**config.mk**
```make
export PLATFORM = sky130hd
export DESIGN_NAME = obstacle_spawner
export DESIGN_NICKNAME = d
export VERILOG_FILES = /design/src/rtl/obstacle_spawner.sv
export SDC_FILE = /design/constraint.sdc
export NUM_CORES = 1
export LEC_CHECK = 0
export ABC_AREA = 1
export CORE_MARGIN = 4
export CORE_UTILIZATION = 45
export DETAILED_ROUTE_END_ITERATION = 10
export GPL_TIMING_DRIVEN = 0
export HOLD_SLACK_MARGIN = 0.15
export PLACE_DENSITY = 0.66
export SLEW_MARGIN = 40
export SYNTH_ARGS = -nofsm -noshare
export SYNTH_HDL_FRONTEND = slang
export SYNTH_SLANG_ARGS = --single-unit
export TNS_END_PERCENT = 20
```
**constraint.sdc**
```tcl
create_clock -name clk -period 2.61 [get_ports clk]
set_clock_uncertainty 0.2 [all_clocks]
set_input_delay 0.783 -clock clk [delete_from_list [all_inputs] [get_ports clk]]
set_output_delay 0.783 -clock clk [all_outputs]
set_load 0.005 [all_outputs]
```
**src/rtl/obstacle_spawner.sv**
```systemverilog
// Obstacle spawner: paces obstacle arrivals in video frames, picks car/truck and lane from a
// 16-bit Galois LFSR, drives the mux handshake and checks the mux's truck_out echo.
module obstacle_spawner #(
    parameter logic [15:0] LFSR_SEED     = 16'hACE1,
    parameter int          MIN_GAP       = 32,
    parameter int          GAP_BITS      = 5,
    parameter logic [8:0]  TRUCK_THRESH  = 9'd64,
    parameter int          MAX_TRUCK_RUN = 2,
    parameter int          LANE_LEFT     = 160,
    parameter int          LANE_WIDTH    = 80
) (
    input  logic        clk,
    input  logic        reset,
    input  logic        startOfFrame,
    input  logic        game_enable,
    input  logic        object_done,
    input  logic        truck_out,
    output logic        create_truck,
    output logic        object_ready,
    output logic [10:0] spawn_x,
    output logic [7:0]  spawn_count,
    output logic        type_error
);

    // An all-zero Galois LFSR never leaves zero, so a zero seed is replaced.
    localparam logic [15:0] SEED = (LFSR_SEED == 16'h0000) ? 16'h0001 : LFSR_SEED;
    localparam logic [15:0] TAPS = 16'hB400;  // x^16 + x^14 + x^13 + x^11 + 1

    typedef enum logic [1:0] {
        IDLE,
        GAP,
        ISSUE,
        ACTIVE
    } state_t;

    state_t      state_q;
    logic [15:0] lfsr_q;
    logic [15:0] lfsr_d;
    logic [7:0]  gap_cnt_q;
    logic [7:0]  gap_reload_d;
    logic [7:0]  run_cnt_q;
    logic        truck_pick_d;
    logic [10:0] spawn_x_d;
    logic [1:0]  chk_q;
    logic        create_truck_q;
    logic        object_ready_q;
    logic [10:0] spawn_x_q;
    logic [7:0]  spawn_count_q;
    logic        type_error_q;

    assign lfsr_d       = {1'b0, lfsr_q[15:1]} ^ (lfsr_q[0] ? TAPS : 16'h0000);
    assign gap_reload_d = 8'(MIN_GAP) + 8'(lfsr_q[GAP_BITS-1:0]);
    assign truck_pick_d = ({1'b0, lfsr_q[15:8]} < TRUCK_THRESH)
                          && (run_cnt_q < 8'(MAX_TRUCK_RUN));
    assign spawn_x_d    = 11'(LANE_LEFT + int'(lfsr_q[5:4]) * LANE_WIDTH);

    // NOTE: every register here is assigned with <= so all branches see pre-edge values.
    always_ff @(posedge clk or posedge reset) begin
        if (reset) begin
            state_q        <= IDLE;
            lfsr_q         <= SEED;
            gap_cnt_q      <= '0;
            run_cnt_q      <= '0;
            chk_q          <= '0;
            create_truck_q <= 1'b0;
            object_ready_q <= 1'b0;
            spawn_x_q      <= '0;
            spawn_count_q  <= '0;
            type_error_q   <= 1'b0;
        end else begin
            lfsr_q         <= lfsr_d;
            object_ready_q <= 1'b0;
            // chk_q[1] marks the cycle two after object_ready, when the mux echo is due.
            chk_q          <= {chk_q[0], object_ready_q};
            if (chk_q[1] && (truck_out != create_truck_q)) begin
                type_error_q <= 1'b1;
            end

            if (!game_enable) begin
                state_q <= IDLE;
            end else begin
                case (state_q)
                    IDLE: begin
                        gap_cnt_q <= gap_reload_d;
                        state_q   <= GAP;
                    end
                    GAP: begin
                        if (startOfFrame) begin
                            if (gap_cnt_q == 8'd0) begin
                                create_truck_q <= truck_pick_d;
                                run_cnt_q      <= truck_pick_d ? run_cnt_q + 8'd1 : 8'd0;
                                spawn_x_q      <= spawn_x_d;
                                spawn_count_q  <= spawn_count_q + 8'd1;
                                object_ready_q <= 1'b1;
                                state_q        <= ISSUE;
                            end else begin
                                gap_cnt_q <= gap_cnt_q - 8'd1;
                            end
                        end
                    end
                    ISSUE: begin
                        state_q <= ACTIVE;
                    end
                    ACTIVE: begin
                        if (object_done) begin
                            gap_cnt_q <= gap_reload_d;
                            state_q   <= GAP;
                        end
                    end
                    default: begin
                        state_q <= IDLE;
                    end
                endcase
            end
        end
    end

    assign create_truck = create_truck_q;
    assign object_ready = object_ready_q;
    assign spawn_x      = spawn_x_q;
    assign spawn_count  = spawn_count_q;
    assign type_error   = type_error_q;

endmodule
```
### Word level (Yosys, flattened, before mapping)

Index checks and enable logic that the tools add are counted.

* latch bits: 0
* ROM bits: 0
* memories: 0
* bits in registers: 58
* input port bits: 6
* RAM bits: 0
* logic and storage cells: 52
* output and inout port bits: 22

* eq/ne operators: 10
* multiplexer cells: 15
* reductions and logical operators: 8
* magnitude comparators: 2
* $mul: 1
* $add $sub $neg: 5
* div/mod/pow operators: 0
* shift operators: 0
* bitwise gates (word level): 1

Operators with widths (number)
* two-way mux 8 bit: 4
* case mux 8 bit (3 select lines): 1
* adder 8 x 1 -> 8 bit (second input constant): 2
* two-way mux 16 bit: 1
* bitwise XOR 15 x 16 -> 16 bit: 1
* adder 8 x 9 -> 10 bit (first input constant): 1
* != test 3 bit (second input constant): 3
* logical NOT 8 bit: 1
* less-than comparator 8 x 2 -> 1 bit (second input constant): 1
* less-than comparator 8 x 7 -> 1 bit (second input constant): 1
* two-way mux 2 bit: 4
* case mux 2 bit (4 select lines): 1
* subtractor 8 x 1 -> 8 bit (second input constant): 1
* adder 6 x 5 -> 7 bit (first input constant): 1
* != test 2 bit (second input constant): 3
* multiplier 2 x 3 -> 5 bit (second input constant): 1
* AND reduction 5 bit: 1
* == test 2 bit (second input constant): 2
* two-way mux 1 bit: 4
* AND reduction 4 bit: 1
* AND reduction 3 bit: 1
* nonzero test 3 bit: 1
* == test 2 x 1 -> 1 bit (second input constant): 1
* logical AND 1 bit: 2
* 2 further kinds: 2

### Depth between registers and ports, before layout

* depth after elaboration: 5
* gate-level depth with buffers: 9

### Worst setup path after synthesis

Ideal clock, no wire load.

* path kind: input port to flip-flop
* from: input port startOfFrame
* to: register gap_cnt_q[1]
* data arrival time: 1.348 ns
* library setup time: 0.127 ns
* buffers on the path: 1
* data required time: 2.283 ns
* slack: 0.935 ns
* stages: 8
* path through: inv_1 nand2_1 o21ai_0 nor2_1 nand2_2 buf_6 nand2_1 o21ai_0

* word-level cells in the longest chain between the ends: 2

Ends and longest elaborated chain
* start: declaration: RTL line 14 `input logic startOfFrame,`
* != test 2 bit (no line)
* AND reduction 5 bit (no line)
* end signal: assignment: RTL line 84 `gap_cnt_q <= gap_reload_d;`
* end signal: assignment: RTL line 97 `gap_cnt_q <= gap_cnt_q - 8'd1;`
* end signal: assignment: RTL line 106 `gap_cnt_q <= gap_reload_d;`
* end: declaration: RTL line 39 `logic [7:0] gap_cnt_q;`

Every way passes these cells.
A chain may end at the register's enable or synchronous reset.

### Worst setup path after layout

* from: register spawn_count_q[3] (netlist: spawn_count[3])
* to: output port spawn_count[3]

RTL lines
* start: declaration: RTL line 48 `logic [7:0] spawn_count_q;`
* start signal: assignment: RTL line 93 `spawn_count_q <= spawn_count_q + 8'd1;`
* end: declaration: RTL line 21 `output logic [7:0] spawn_count,`

No word-level cell between the ends.

==> flow_summary_export.csv <==
group,metric,value,unit
synth,ys_types,27,
synth,synthSimpleGateAreaFrac,22.4,%
cts,numCtsBuffers,5,
global_routing,grt_pass1_wl,7140,um
power,irDropWorstVdd,0.386,mV
timing,finalWorstSetupSlack,0.339,ns
global_routing,antenna_found_initial,0,
setup_path,cp.required,1.63,ns
synth,synth_mux_area_share,0.411,%
timing,fin_crit,2.27,ns
setup_path,path_class,"reg -> out",
power,powerDensity,876,nW/um2
setup_path,cp-end-kind,"output port",
setup_path,cp_slowest_cell,"clkdlybuf4s50_1",
drt,firstDrtPassIters,4,
global_routing,overflow,0,
setup_path,cp_slowest_stage_delay,0.54,ns
setup_path,reg2reg_depth,7,
drt,routedWlPerCell,11.1,um
cts,cts_resized,0,
cts,cts_tree,"yes",
timing,hold_viol,0,
global_routing,grt_usage,14.0,%
setup_path,cp_max_fo,6,
synth,synth_seq_area_share,53.9,%
setup_path,crit_buf_inv,1,
final_layout,layout_common_cells,"nand2_1 (84), dfrtp_1 (44), inv_1 (29)",
synth,synth-compound-area-share,5.50,%
timing,setup_viol,0,
setup_path,startpoint_type,"register",
power,p_int,1.55,mW
timing,drv_slew,0,
power,p_seq_share,43.1,%
cts,cts_max_level,2,
cts,clock_sinks,52,
setup_path,crit_cells,1,
timing,period_share,87.0,%
timing,rsz0062_at_grt,"no",
global_routing,grt_pass1_vias,1580,
drt,drc,0,
status,status,"finished, final reports clean",
cts,root_buffer,"clkbuf_8",
final_layout,diodes,0,
setup_path,critPathArrivalTime,1.29,ns
power,p_leak,1.47,nW
drt,first_iter_violations,123,
die,die_y,81.5,um
placed_design,gp_congestion,0.835,
drt,vias_per_cell,4.52,
synth,syn_inst,263,
cts,ctsHoldBuffers,0,
final_layout,mostFrequentLayoutCell,"nand2_1",
die,core,5170,um2
synth,yosys_warnings,0,
final_layout,drive_gt1_share,15.4,%
power,power_frac_clock,17.6,%
final_layout,syn2layout_area_growth,17.4,%
die,die_w,81.5,um
cts,insertion_delay,0.30,ns
cts,clockBufferDepth,2,
setup_path,cp_cell_sequence,"clkdlybuf4s50_1",
die,pin_count,28,
synth,synth_fa_ha_area_share,4.63,%
synth,netlist_area,2430,um2
synth,synth_top_family_by_area,"simple AND/OR/NAND/NOR gates",
cts,clkTransAtPathRegs,0.09,ns
min_path,hold_path_class,"reg -> reg",
die,num_rows,26,
placed_design,dp_hpwl,2900,um
placed_design,portBuffers,21,
min_path,hold_depth,0,
flow_run,cap_violations,0,
drt,ant_nets,0,
die,die-area,6650,um2
synth,synth_seq_cells,52,
global_routing,grt_start_max_net_pins,42,
synth,synth_xor_area_share,4.32,%
cts,post-cts-setup-buffers,0,
final_layout,final_nets,312,
timing,clock.fmax,440,MHz
power,combPwrFrac,39.3,%
die,start_util,47.0,%
power,sw_frac_of_total,37.9,%
synth,synth.avg_cell_area,9.25,um2
setup_path,cp_top_family,"buffers and inverters",
power,p_switching,0.949,mW
timing,setup_tns,0,ns
timing,hold_slack,0.161,ns
drt,drt_wl_total,4070,um
placed_design,pre_cts_slack,0.312,ns
drt,via_count,1664,
==> flip-flops by register name (all words and copies together) (netlist names), 2 cells and up <==
| signal | cells |
|---|---|
| lfsr_q | 16 |
| gap_cnt_q | 8 |
| run_cnt_q | 8 |
| spawn_count | 8 |
| spawn_x | 5 |
| chk_q | 2 |
| state_q | 2 |
==> stage by stage <==
stage	util, %	instances	area [um2]	total power [mW]
floorplan	-	268	2450	1.80
global placement	53.2	359	2750	2.05
detailed placement	53.6	360	2770	2.08
CTS	55.2	368	2860	2.53
global route	55.2	368	2860	2.73
finish	55.2	368	2860	2.50
==> final cells by class <==
class | instances | area [um2]
inverter | 31 | 119
timing repair buffer | 22 | 230
clock buffer | 6 | 72.6
buffer | 11 | 95.1
sequential | 52 | 1310
multi-input combinational | 174 | 930
tap | 70 | 87.6
clock inverter | 2 | 12.5
fill | 475 | 2310
==> cells in the mapped netlist, drive strengths merged <==
cell type	number	area share [%]
conb	1	0.15
a31o	1	0.36
xnor2	5	1.8
o21ai	19	5.1
nor2	18	3.5
xor2	7	2.5
nand2	86	13
inv	31	4.8
nand3	16	4.0
ha	9	4.6
nor3	2	0.41
mux2i	1	0.41
nand4	3	0.77
dfrtp	44	45
or2	1	0.26
buf	11	3.9
dfstp	8	8.6
==> power by group through the flow <==
stage          sequential (mW)  clock (mW)  combinational [mW]
6_report                  1.08       0.442               0.983
5_1_grt                   1.10       0.493                1.13
4_1_cts                   1.08       0.456               0.991
3_5_place_dp              1.09           0               0.988
3_3_place_gp              1.09           0               0.960
2_1_floorplan             1.07           0               0.728
==> cell families after synthesis <==
logic type                 Yosys count
and+or+nand+nor                    126
adders and majority gates            9
muxes                                1
AOI/OAI and AO/OA                   20
xor gates and xnor gates            12
other                                1
DFF                                 52
buffers and inverters               42
==> final timing paths <==
| check | from | endpoint | slack [ns] |
|---|---|---|---|
| min | lfsr_q[9] | lfsr_q[8] | 0.16 |
| min reg2reg | lfsr_q[9] | lfsr_q[8] | 0.16 |
| min in group asynchronous | reset | run_cnt_q[5] | 0.53 |
| max in group asynchronous | reset | lfsr_q[6] | 1.18 |
| max reg2reg | gap_cnt_q[0] | state_q[1] | 0.86 |
| max | spawn_count[3] | spawn_count[3] | 0.34 |
==> metal layers <==
| layer | vias to the layer above | global-route usage [%] | part of all wire [%] |
|---|---|---|---|
| met3 | 4 | 3.29 | 3.7 |
| met2 | 25 | 22.4 | 44 |
| met4 | 0 | 3.55 | 1.1 |
| li1 | 869 | - | - |
| met5 | - | 0 | 0 |
| met1 | 766 | 19.3 | 51 |
Power figures use the tool's default switching activity.
